$ cat src/rtl/dcache_responder.sv
// dcache_responder
// Data-side responder for the MEM stage. It is a direct-mapped cache with one
// word per line. Writes go through to RAM, and a write miss does not allocate
// a line. A read hit answers in the same cycle. A read miss fills the line
// from RAM and answers in the RAM ACCESS cycle.
//
// Ports
//   CLK, nRST            clock (rising edge), synchronous active-low reset
//   dmemREN/dmemWEN      datapath read/write request, level, held until dhit
//   dmemaddr/dmemstore   word address (bits [1:0] ignored) and write data
//   dhit/dmemload        request done this cycle / read data
//   ramREN/ramWEN        RAM read/write request (mutually exclusive)
//   ramaddr/ramstore     RAM word address / write data
//   ramload/ramstate     RAM read data / 00 FREE 01 BUSY 10 ACCESS 11 ERROR
//   hit_cnt/miss_cnt     saturating read-hit / read-miss counters
module dcache_responder #(
    parameter int SETS = 8
) (
    input  logic        CLK,
    input  logic        nRST,
    input  logic        dmemREN,
    input  logic        dmemWEN,
    input  logic [31:0] dmemaddr,
    input  logic [31:0] dmemstore,
    output logic        dhit,
    output logic [31:0] dmemload,
    output logic        ramREN,
    output logic        ramWEN,
    output logic [31:0] ramaddr,
    output logic [31:0] ramstore,
    input  logic [31:0] ramload,
    input  logic [1:0]  ramstate,
    output logic [15:0] hit_cnt,
    output logic [15:0] miss_cnt
);
    localparam int IDXW = $clog2(SETS);
    localparam int TAGW = 30 - IDXW;

    localparam logic [1:0] IDLE    = 2'd0;
    localparam logic [1:0] RD_MISS = 2'd1;
    localparam logic [1:0] WR      = 2'd2;
    localparam logic [1:0] RS_ACCESS = 2'b10;

    logic [1:0]      state, next_state;
    logic [SETS-1:0] valid;
    logic [TAGW-1:0] tags [SETS];
    logic [31:0]     data [SETS];
    logic [31:0]     laddr, ldata;

    logic [IDXW-1:0] req_idx, lat_idx;
    logic [TAGW-1:0] req_tag, lat_tag;
    logic            req_hit, lat_hit, same_addr, access;
    logic            fill, wr_upd, hit_inc, miss_inc, do_latch;

    assign req_idx   = dmemaddr[2 +: IDXW];
    assign req_tag   = dmemaddr[31 -: TAGW];
    assign lat_idx   = laddr[2 +: IDXW];
    assign lat_tag   = laddr[31 -: TAGW];
    assign req_hit   = valid[req_idx] && (tags[req_idx] == req_tag);
    assign lat_hit   = valid[lat_idx] && (tags[lat_idx] == lat_tag);
    assign same_addr = (dmemaddr[31:2] == laddr[31:2]);
    assign access    = (ramstate == RS_ACCESS);

    // Every output is gated by nRST. This keeps the bus quiet during reset,
    // even while a request is still held.
    always_comb begin
        next_state = state;
        dhit       = 1'b0;
        dmemload   = 32'd0;
        ramREN     = 1'b0;
        ramWEN     = 1'b0;
        ramaddr    = 32'd0;
        ramstore   = 32'd0;
        fill       = 1'b0;
        wr_upd     = 1'b0;
        hit_inc    = 1'b0;
        miss_inc   = 1'b0;
        do_latch   = 1'b0;
        if (nRST) begin
            case (state)
                IDLE: begin
                    if (dmemWEN) begin
                        do_latch   = 1'b1;
                        next_state = WR;
                    end else if (dmemREN) begin
                        if (req_hit) begin
                            dhit     = 1'b1;
                            dmemload = data[req_idx];
                            hit_inc  = 1'b1;
                        end else begin
                            do_latch   = 1'b1;
                            miss_inc   = 1'b1;
                            next_state = RD_MISS;
                        end
                    end
                end
                RD_MISS: begin
                    ramaddr = laddr;
                    // If the datapath drops the request or moves to another
                    // address (for example on a flush), abandon the fill.
                    if (!dmemREN || !same_addr) begin
                        next_state = IDLE;
                    end else begin
                        ramREN = 1'b1;
                        if (access) begin
                            dhit       = 1'b1;
                            dmemload   = ramload;
                            fill       = 1'b1;
                            next_state = IDLE;
                        end
                    end
                end
                WR: begin
                    ramaddr  = laddr;
                    ramstore = ldata;
                    if (!dmemWEN || !same_addr) begin
                        next_state = IDLE;
                    end else begin
                        ramWEN = 1'b1;
                        if (access) begin
                            dhit       = 1'b1;
                            wr_upd     = lat_hit;
                            next_state = IDLE;
                        end
                    end
                end
                default: next_state = IDLE;
            endcase
        end
    end

    always_ff @(posedge CLK) begin
        if (!nRST) begin
            state    <= IDLE;
            valid    <= '0;
            laddr    <= 32'd0;
            ldata    <= 32'd0;
            hit_cnt  <= 16'd0;
            miss_cnt <= 16'd0;
        end else begin
            state <= next_state;
            if (do_latch) begin
                laddr <= dmemaddr;
                if (dmemWEN) ldata <= dmemstore;
            end
            if (fill) valid[lat_idx] <= 1'b1;
            if (hit_inc && hit_cnt != 16'hFFFF) hit_cnt <= hit_cnt + 16'd1;
            if (miss_inc && miss_cnt != 16'hFFFF) miss_cnt <= miss_cnt + 16'd1;
        end
    end

    // The tag and data arrays need no reset because valid qualifies them.
    always_ff @(posedge CLK) begin
        if (fill) begin
            tags[lat_idx] <= lat_tag;
            data[lat_idx] <= ramload;
        end else if (wr_upd) begin
            data[lat_idx] <= ldata;
        end
    end
endmodule

$ cat config.mk
export PLATFORM = sky130hd
export DESIGN_NAME = dcache_responder
export DESIGN_NICKNAME = d
export VERILOG_FILES = /design/src/rtl/dcache_responder.sv
export SDC_FILE = /design/constraint.sdc
export NUM_CORES = 1
export LEC_CHECK = 0
export ABC_AREA = 1
export CAP_MARGIN = 20
export CORE_MARGIN = 1.5
export CORE_UTILIZATION = 59
export DETAILED_ROUTE_END_ITERATION = 12
export PLACE_DENSITY_LB_ADDON = 0.12
export SLEW_MARGIN = 20
export SYNTH_ARGS = -nofsm -noshare
export SYNTH_HDL_FRONTEND = slang
export SYNTH_SLANG_ARGS = --single-unit
$ cat constraint.sdc
create_clock -name CLK -period 5.2 [get_ports CLK]
set_input_delay 0.78 -clock CLK [delete_from_list [all_inputs] [get_ports CLK]]
set_output_delay 0.78 -clock CLK [all_outputs]
set_load 0.03 [all_outputs]
# Yosys cells after proc, flatten, opt, wreduce, memory -nomap -nowiden
# Memories as Yosys holds them, arrays and structs flattened. A register that Yosys moved wholly into a read port is not among the register bits.
# Index checks and enable logic that the tools add are counted.
# classes
addsub,2
multipliers,0
div,0
order_cmp,3
n_eq_ne,10
n_shift,0
mux,62
bitwise_logic,2
reduce_logical,14
# op_table
operator,n
$mux 32,11
$pmux 32 s2,1
$eq 27x27->1,2
$mux 1,37
$add 16x1->16 const B,2
$ne 16x16->1 const B,2
$eq 30x30->1,1
$mux 2,6
$lt 3x4->1 const B,2
$or 8x8->8,1
$bmux 1 s3,2
$mux 3,2
$ne 3x3->1 const B,2
$pmux 2 s3,1
$logic_and 1x1->1,5
$eq 2x2->1 const B,2
$reduce_and 2->1,2
$demux 1 s3,1
$ge 3x1->1 const B,1
$logic_not 1->1,3
$pmux 1 s3,1
$eq 2x1->1 const B,1
$logic_not 2->1,1
$logic_or 1x1->1,2
2 further kinds,2
# word_totals
regBits,106
latchBits,0
mem_bits_rw,472
romBits,0
in_bits,102
out_inout_bits,131
wordCells,101
memories,2
# mem_list
name,words,word_bits,rd,rd_clocked_by_memory_dff,write_ports,line,rtl
data,8,32,1,0,1,47,logic [31:0] data [SETS];
tags,8,27,2,1,1,46,logic [TAGW-1:0] tags [SETS];

# Depth between registers and ports, before layout
# Gate-level depths: netlist (run 1).
# logic_depth
depth_word,11
ltp_mapped,22
mapped_depth_nobuf,19

# Least setup slack after synthesis (run 1)
# OpenSTA, ideal clock, no wires.
# synth_path
path_kind,input port to flip-flop
start,input port dmemaddr[2]
end,"memory tags[0][0] (netlist bit), enable pin"
setup_time_ns,0.411
t_arrival_ns,3.816
required_ns,4.789
setup_slack_ns,0.973
path_stages,15
n_path_buf,5
cell_sequence,buf_6 > buf_2 > buf_6 > nand2_1 > nand4_1 > nor2_1 > nand4_1 > nor2_1 > and2_1 > nand3_1 > nor2_2 > nand2_1 > buf_2 > buf_2 > nor2_1
# synth_between
elab_chain_cells,8
# synth_rtl
element,line,rtl
"start, declared",23,"input logic [31:0] dmemaddr,"
$eq 30x30->1,61,assign same_addr = (dmemaddr[31:2] == laddr[31:2]);
$logic_not 1->1,101,if (!dmemREN || !same_addr) begin
$logic_or 1x1->1,101,
$mux 1,101,
$mux 1,80,case (state)
$mux 1,79,if (nRST) begin
$mux 1,154,if (fill) begin
$mux 1 (not written as such),155,tags[lat_idx] <= lat_tag;
"end, declared",46,
# Every way passes these cells.

# Worst setup path in the final report (run 1)
# layout_path
start,input port dmemaddr[2]
end,output port dmemload[21]
# layout_between
elab_chain_cells,8
elab_cells_between_ends,15
cone_classes,eq/ne: 2; mux: 8; reduce/logical: 3; memory: 2
# layout_rtl
element,line,rtl
$mem_v2 8x27 or $bmux 1 s3 (tied branches),n/a,
$eq 27x27->1 or $mux 1 (tied branches),59,assign req_hit = valid[req_idx] && (tags[req_idx] == req_tag);
$logic_and 1x1->1,59,
$mux 32,86,if (req_hit) begin
$mux 32,85,end else if (dmemREN) begin
$mux 32,82,if (dmemWEN) begin
$pmux 32 s2 *,80,
$mux 32 *,79,
"end, declared",26,"output logic [31:0] dmemload,"
# Mark *: on every way between the ends. The rest lies on a longest branch, timed or not. The select of a mux whose other input is x is not followed.

==> summary.md, run 1 <==
The flow ran to the end, and the final reports show no timing, DRC or antenna violations. The total negative slack for setup checks was 0 ns. Setup violations remaining at the end of the flow were counted as 0. The critical path contains buffers and inverters numbering 5 combined. The leftover overflow at the end of global routing was 0; the fill cell instance count of the final layout was 3460.

The slack of the worst reg-to-reg path is 1.23 ns. In the final layout, the share of cells above drive strength 1 is 6.96%. Setup repair after global routing left no endpoint under its margin. Sequential cells were found to cover 58.7% of the synthesized design area.

The post-DP HPWL was 49600 um; the maximum number of buffers from clock root to sink was 3. The logs give 48500 um2 for the die footprint and 3940 for the number of non-filler instances in the completed layout. Critical path's most frequent cell: sky130_fd_sc_hd__nand2_1. The number of cells on the critical path is 18. The core region is 46600 um2.

The initialized floorplan defines 79 standard-cell rows. In the synthesized netlist the dominant register cell turns out to be sky130_fd_sc_hd__edfxtp_1. For the overall track demand over capacity in global routing, the log shows 33.6%.

The signal on the critical path passes through buf_6, buf_4, nand2_1, nand3_1, nand3_1, nand3_1, nand2_1, nor2_1, nand2_1, nor2_1, nand2_1, nor2_4, nand2_1, inv_2, buf_12, o211ai_1, a21oi_1, buf_12. The final layout net count is 3391. The largest single stage delay on the critical path is 0.46 ns. The logic depth of the worst register-to-register path is 17.

The largest individual stage delay along the critical path comes from the cell sky130_fd_sc_hd__buf_4. In this run the tool buffered the top-level ports with 232 buffer cells. The total of hold buffers inserted after clock tree synthesis is 0, and the pin slew with the least headroom to its limit is 1.02 ns. The critical path arrival is 4.08 ns. Across the run, the number of max-cap violations was 0. The tools report the critical path launch point type as an input port.

Kind of cell with the highest combined delay on the critical path: buffers and inverters. The number of setup buffers added after CTS is 0. In the routed layout, each cell is associated on average with a via count of 6.05. TritonCTS built the clock tree. For this run, global-route usage on met2 was measured as 52.8%. 233 I/O pins were placed. The instance count of the mapped netlist is 3119. Clock latency on the worst-skew pair, taken at its later pin, is 0.65 ns. The run gives 0 as the max-slew violation count. STA classifies the critical path endpoint as an output port. The routed wire length is 82300 um. The global routing stage identified its most utilized layer as met2. After detailed routing, the number of remaining DRC violations is 0. The total nets after synthesis was 3227. The final hold violation count is 0. In this run the horizontal extent of the chip is 220 um.

The starting density of the core is 59.9%. Fraction of synthesis flops using an asynchronous set or reset pin: 0%. The maximum fanout encountered on the critical timing path was 47. The sink count of the clock tree was 581; the initial antenna violation count was 0. The minimum period implied by the final worst setup slack is 4.86 ns, and the first-pass GRT wire length is 124000 um. The worst clock skew on the final layout was 0.0236 ns.

The number of global-route vias before repair is 22.2k. In this run the tightest slew margin relative to its limit is 31.7%. Number of nets still failing antenna checks after routing: 0. The y dimension of the die is 220 um, and the number of vias after detailed routing is 23.8k. The average instance in the mapped netlist occupies 8.93 um2. Clock tree synthesis selected as its root buffer the cell sky130_fd_sc_hd__clkbuf_16. The met1 capacity usage during global routing was 47.0%; the final weighted congestion in routability-driven placement was 0.963. In this run the critical register-to-register path is captured at data[7][8].

For this run, the detailed router's first-pass iteration total came to 8. The yosys synthesis warning count was 0; the count of H-tree levels built during CTS was 2. After clock tree synthesis, the clock-pin slew on the worst setup and hold paths is 0.07 ns. The number of enable flip-flop cells after synthesis is 472, and the synthesized cell area is 27900 um2. Synthesis inferred 581 register bits. The antenna diode count was 0.

The average routed wire per standard cell is 20.9 um. Critical path startpoint: dmemaddr[2]. Gates resized during post-CTS repair numbered 0. In the finished design, the share of the clock period the worst path needs comes to 93.4%.

The worst setup path is of the in -> out kind. VDD sags by at most 0.298 mV. The static leakage is 12.4 nW, and the first-iteration detailed-routing DRC count is 3176. The instance count after placement with tap cells included is 3829. At the worst endpoint, the required time is 4.42 ns.

Relative to the synthesized area, the layout overhead comes to 18.0%. Synthesis instantiated 38 different standard cells from the library. The endpoint of the most critical setup path was dmemload[21]. Power density over the cells: 327 nW/um2.

The logs give 6.17% for the met3 track utilization from global routing and 58 for the total clock buffers created by CTS. The logs give 10.7 mW for the total power consumption of the routed design and 144 for the largest net degree at the start of global routing. In this run the worst hold path is classified as reg -> reg.

The achievable clock frequency came out at 206 MHz.
[synth_stat cells, drive strengths merged, types with 4 or more instances]
cell | n | area (um2)
nand2 | 729 | 2740
edfxtp | 472 | 14200
nor2 | 377 | 1460
o21ai | 325 | 1630
inv | 269 | 1010
nand3 | 260 | 1310
a21oi | 158 | 791
clkbuf | 109 | 409
dfxtp | 109 | 2180
buf | 79 | 439
o211ai | 40 | 305
o22ai | 38 | 238
xor2 | 35 | 307
nand4 | 32 | 200
o221ai | 32 | 280
nor3 | 17 | 85.1
nand3b | 8 | 60.1
xnor2 | 7 | 61.3
ha | 6 | 75.1
and2 | 4 | 25.0
[cell families (layout without fill, tap and decap cells)]
| group | count (synthesis) | count (layout) | synth area share [%] |
|---|---|---|---|
| XOR/XNOR | 42 | 42 | 1.32 |
| AO/OA/AOI/OAI | 598 | 598 | 11.8 |
| adder cells (fa/ha/maj) | 6 | 6 | 0.269 |
| buffers and inverters | 457 | 671 | 6.67 |
| flip-flops | 581 | 581 | 58.7 |
| AND/OR/NAND/NOR | 1435 | 1435 | 21.3 |
[sequential cells by signal (all words and copies together) (netlist names), named ones only]
| name | cells |
|---|---|
| state | 2 |
| valid | 8 |
| hit_cnt | 16 |
| miss_cnt | 16 |
| ldata | 32 |
| tags | 216 |
| data | 256 |
| laddr | 32 |
[layout by cell type, fill, tap and decap left out, types with 35 or more instances in the layout]
| master | instances |
|---|---|
| sky130_fd_sc_hd__nand2_1 | 728 |
| sky130_fd_sc_hd__edfxtp_1 | 472 |
| sky130_fd_sc_hd__nor2_1 | 351 |
| sky130_fd_sc_hd__o21ai_0 | 281 |
| sky130_fd_sc_hd__inv_1 | 263 |
| sky130_fd_sc_hd__nand3_1 | 259 |
| sky130_fd_sc_hd__clkdlybuf4s50_1 | 195 |
| sky130_fd_sc_hd__a21oi_1 | 157 |
| sky130_fd_sc_hd__dfxtp_1 | 107 |
| sky130_fd_sc_hd__buf_4 | 72 |
| sky130_fd_sc_hd__clkbuf_16 | 58 |
| sky130_fd_sc_hd__o21ai_1 | 43 |
| sky130_fd_sc_hd__o211ai_1 | 39 |
| sky130_fd_sc_hd__o22ai_1 | 38 |
| sky130_fd_sc_hd__xor2_1 | 35 |
[layer usage]
metal / part of all wire, % / up-vias
met4: 3.3 / 0
met5: 0 / -
met2: 46 / 1458
met1: 40 / 11223
met3: 11 / 209
li1: - / 10941
[layout make-up]
cell class / count / area (um2) / share of cell area (%)
sequential: 581 / 16400 / 49.8
clock inverter: 41 / 464 / 1.41
inverter: 269 / 1010 / 3.09
timing repair buffer: 292 / 2980 / 9.08
tap: 607 / 759 / 2.31
clock buffer: 69 / 1530 / 4.66
multi-input combinational: 2081 / 9750 / 29.7
[worst register-to-register path, cell delays in order (launching register included)]
cell and delay, ns:
sky130_fd_sc_hd__dfxtp_4 0.35, sky130_fd_sc_hd__inv_2 0.53, sky130_fd_sc_hd__buf_12 0.32, sky130_fd_sc_hd__buf_4 0.23, sky130_fd_sc_hd__a21oi_1 0.08, sky130_fd_sc_hd__o21ai_0 0.13, sky130_fd_sc_hd__nand3_1 0.09, sky130_fd_sc_hd__o21a_1 0.17
sky130_fd_sc_hd__nand2_1 0.08, sky130_fd_sc_hd__nand2_1 0.05, sky130_fd_sc_hd__nor2_1 0.08, sky130_fd_sc_hd__nand2_1 0.05, sky130_fd_sc_hd__nor2_1 0.31, sky130_fd_sc_hd__nand3_1 0.19, sky130_fd_sc_hd__nor2_4 0.19, sky130_fd_sc_hd__a21oi_2 0.18
sky130_fd_sc_hd__nor2_4 0.40, sky130_fd_sc_hd__buf_12 0.22
[worst min path at each step]
stage | from | to | slack (ns) | cells after the start
finish | valid[7] | valid[7] | 0.47 | 2
global route | laddr[1] | laddr[1] | 0.50 | 2
detailed placement | valid[7] | valid[7] | 0.46 | 2
CTS | valid[7] | valid[7] | 0.47 | 2
floorplan | valid[1] | valid[1] | 0.44 | 2
global placement | valid[7] | valid[7] | 0.46 | 2
[through the flow]
| step | utilization [%] | setup WS, ns | area (um2) | hold slack (ns) |
|---|---|---|---|---|
| 2_1_floorplan | - | 0.973 | 27900 | 0.441 |
| 3_3_place_gp | 66.3 | 0.501 | 30900 | 0.457 |
| 3_5_place_dp | 66.3 | 0.473 | 30900 | 0.460 |
| 4_1_cts | 70.6 | 0.440 | 32900 | 0.470 |
| 5_1_grt | 70.6 | 0.161 | 32900 | 0.503 |
| 6_report | 70.6 | 0.343 | 32900 | 0.472 |
[report_power, final]
group	internal (mW)	leakage [nW]	switching (mW)	total, mW
registers	5.10	5.20	0.106	5.21
logic	0.369	6.28	0.786	1.15
clock network	2.52	0.963	1.86	4.38
No activity file was read; power rests on OpenSTA's default activity.
==> run 2, diff against run 1 <==
- CORE_ASPECT_RATIO: default -> 1.1
==> summary.md, run 2 (synthesized netlist as in run 1, its figures left out) <==
The reg-to-reg critical path endpoint is data[6][13]. The register with the most flip-flops in the layout has 256 of them. The fill cell instance count of the final layout is 3521, and the quantity of I/O buffers inserted on ports is 232. For the initial antenna violation count, the log shows 0. Summed over all nets, wire length on met3 after detailed routing comes to 7960 um. The routed design uses 41200 um of met2 wire. The number of instances resized during post-cts repair was 0; the number of vias per cell was 6.00. The die boundary width was 210 um; the post-DP HPWL was 53100 um. In this run the worst setup path terminates at dmemload[5].

The number of nets still failing antenna checks after routing is 0, and the count of H-tree levels built during CTS is 2. The buffer count from post-CTS setup fixing was 0. In this run the power density over the cells is 324 nW/um2.

Global routing consumed, over all layers together, 34.6% of the routing resources. Setup repair after global routing left no endpoint under its margin. The pin slew with the least headroom to its limit is 1.01 ns.

The endpoint required time on the critical path was 4.42 ns; the detailed-route DRC error count was 0. The run finished with clean final reports. The run gives 22.4k as the number of global-route vias before repair.

Measured in cells, the most critical reg-to-reg path has a length of 14. The run gives 0 as the max-slew violation count. The instance count after placement with tap cells included came out at 3815. The clock transition at the register clock pins on the worst setup and hold paths after CTS is 0.06 ns. The clock period could shrink to 5.02 ns.

The core occupancy in the finished layout was 70.4%; the final layout net count was 3390. The maximum fanout encountered on the critical timing path is 28, and the y dimension of the die is 231 um. Entering global routing, the biggest net connects 135 pins.

The fraction of layout cells with a size suffix above 1 came out at 6.90%. The tools report the critical path startpoint as dmemaddr[4]. Routed metal-1 wirelength: 30900 um.

The highest layer used for signal routing was met4. At the worst endpoint, the arrival time is 4.24 ns. The achievable clock frequency was 199 MHz. For the number of non-filler instances in the completed layout, the log shows 3928. The floorplan step defined a die boundary enclosing 48500 um2. The number of setup violations in the final report was 0. The area overhead of the layout relative to synthesis is 17.8%. The finished cells cover 32800 um2. The worst setup path is launched from an input port.

On the final layout, the worst clock skew is 0.0297 ns. STA classifies the critical path endpoint as an output port. The final hold violation count is 0, and the total negative slack for setup checks is 0 ns. Clock tree synthesis inserted a total of 59 buffers. In this run the tightest slew margin relative to its limit is 32.7%.

The average routed wire per standard cell is 21.6 um, and the total power consumption of the routed design is 10.6 mW. The placed instances occupy a cell area of 30900 um2. The number of hold buffers added after CTS was 0. Cell at the root of the clock tree: sky130_fd_sc_hd__clkbuf_16. The floorplan row count came out at 83. VDD sags by at most 0.404 mV. The tools report the first-pass GRT wire length as 127000 um. The routed wire length is 84700 um, and the starting density of the core is 59.8%. Number of vias after detailed routing: 23.6k. The largest registers in the layout are data x256, tags x216. The static leakage is 12.4 nW. TritonCTS built the clock tree. data holds more flip-flops than any other register. The maximum number of buffers from clock root to sink was 3; the slack of the worst reg-to-reg path was 1.10 ns.

The logs give 0 for the leftover overflow at the end of global routing and 581 for the sink count of the clock tree. The class of the most critical hold timing path is reg -> reg. The final worst-path cycle share is 96.5%, and the standard cell core area is 46600 um2.

The first TritonRoute pass finished after 6 iterations. The tool flagged a number of max-cap violations equal to 0. The library cells used most frequently in the layout, excluding fill and tap cells, are 728 x sky130_fd_sc_hd__nand2_1, 472 x sky130_fd_sc_hd__edfxtp_1, 351 x sky130_fd_sc_hd__nor2_1. The worst setup path is of the in -> out kind. Most common cell after layout, fill and taps aside: sky130_fd_sc_hd__nand2_1. Clock latency on the worst-skew pair, taken at its later pin, is 0.65 ns. The number of primary I/O pins came out at 233. The logs give 2695 for the first-iteration detailed-routing DRC count and 0.994 for the final weighted congestion in routability-driven placement.

0 antenna diodes ended up in the layout.
[run 2: changes by cell type in the layout (fill, tap and decap cells not counted), moves of 2 or more]
cell,before,now
sky130_fd_sc_hd__nor2_4,14,22
sky130_fd_sc_hd__inv_6,3,1
sky130_fd_sc_hd__nor2_2,12,4
sky130_fd_sc_hd__clkinv_2,11,15
sky130_fd_sc_hd__clkinvlp_4,7,5
sky130_fd_sc_hd__bufinv_16,8,5
sky130_fd_sc_hd__buf_4,72,70
[run 2: worst min-delay path by stage]
stage | startpoint | endpoint | slack (ns) | depth (start not counted)
6_report | laddr[0] | laddr[0] | 0.48 | 2
5_1_grt | miss_cnt[15] | miss_cnt[15] | 0.50 | 2
4_1_cts | valid[1] | valid[1] | 0.48 | 2
3_5_place_dp | valid[1] | valid[1] | 0.46 | 2
3_3_place_gp | valid[1] | valid[1] | 0.45 | 2
2_1_floorplan | valid[1] | valid[1] | 0.44 | 2
[run 2: worst max-delay path, stage by stage]
cell and delay (ns):
sky130_fd_sc_hd__buf_4 0.42, sky130_fd_sc_hd__inv_1 0.12, sky130_fd_sc_hd__buf_4 0.28, sky130_fd_sc_hd__nand2_1 0.10, sky130_fd_sc_hd__nand3_1 0.08, sky130_fd_sc_hd__nor2_1 0.23, sky130_fd_sc_hd__nand4_1 0.14, sky130_fd_sc_hd__nor2_1 0.20
sky130_fd_sc_hd__and2_1 0.25, sky130_fd_sc_hd__nand3_1 0.17, sky130_fd_sc_hd__nor2_2 0.60, sky130_fd_sc_hd__buf_4 0.33, sky130_fd_sc_hd__nand2_1 0.08, sky130_fd_sc_hd__a21oi_1 0.27, sky130_fd_sc_hd__buf_12 0.16
[run 2: per-stage QoR]
| step | hold slack, ns | worst slack, ns |
|---|---|---|
| detailed placement | 0.463 | 0.293 |
| finish | 0.480 | 0.184 |
| global placement | 0.453 | 0.339 |
| CTS | 0.478 | 0.267 |
| floorplan | 0.441 | 0.973 |
| global route | 0.495 | 0.0391 |
[run 2: where the power goes]
group / internal [mW] / switching (mW) / total (mW)
combinational: 0.371 / 0.788 / 1.16
clock: 2.41 / 1.84 / 4.25
sequential: 5.10 / 0.109 / 5.21
total: 7.88 / 2.74 / 10.6
[run 2: final cells by class]
type | count | area, um2 | area share, %
clock inverter | 40 | 367 | 1.12
clock buffer | 72 | 1580 | 4.80
tap | 595 | 744 | 2.27
sequential | 581 | 16400 | 49.8
timing repair buffer | 290 | 2970 | 9.05
multi-input combinational | 2081 | 9790 | 29.8
inverter | 269 | 1010 | 3.09
[run 2: routing by layer]
| metal | GRT usage [%] | vias to the layer above |
|---|---|---|
| met2 | 58.6 | 1325 |
| li1 | - | 10932 |
| met4 | 18.7 | 0 |
| met3 | 5.44 | 246 |
| met1 | 42.6 | 11083 |
| met5 | 0 | - |
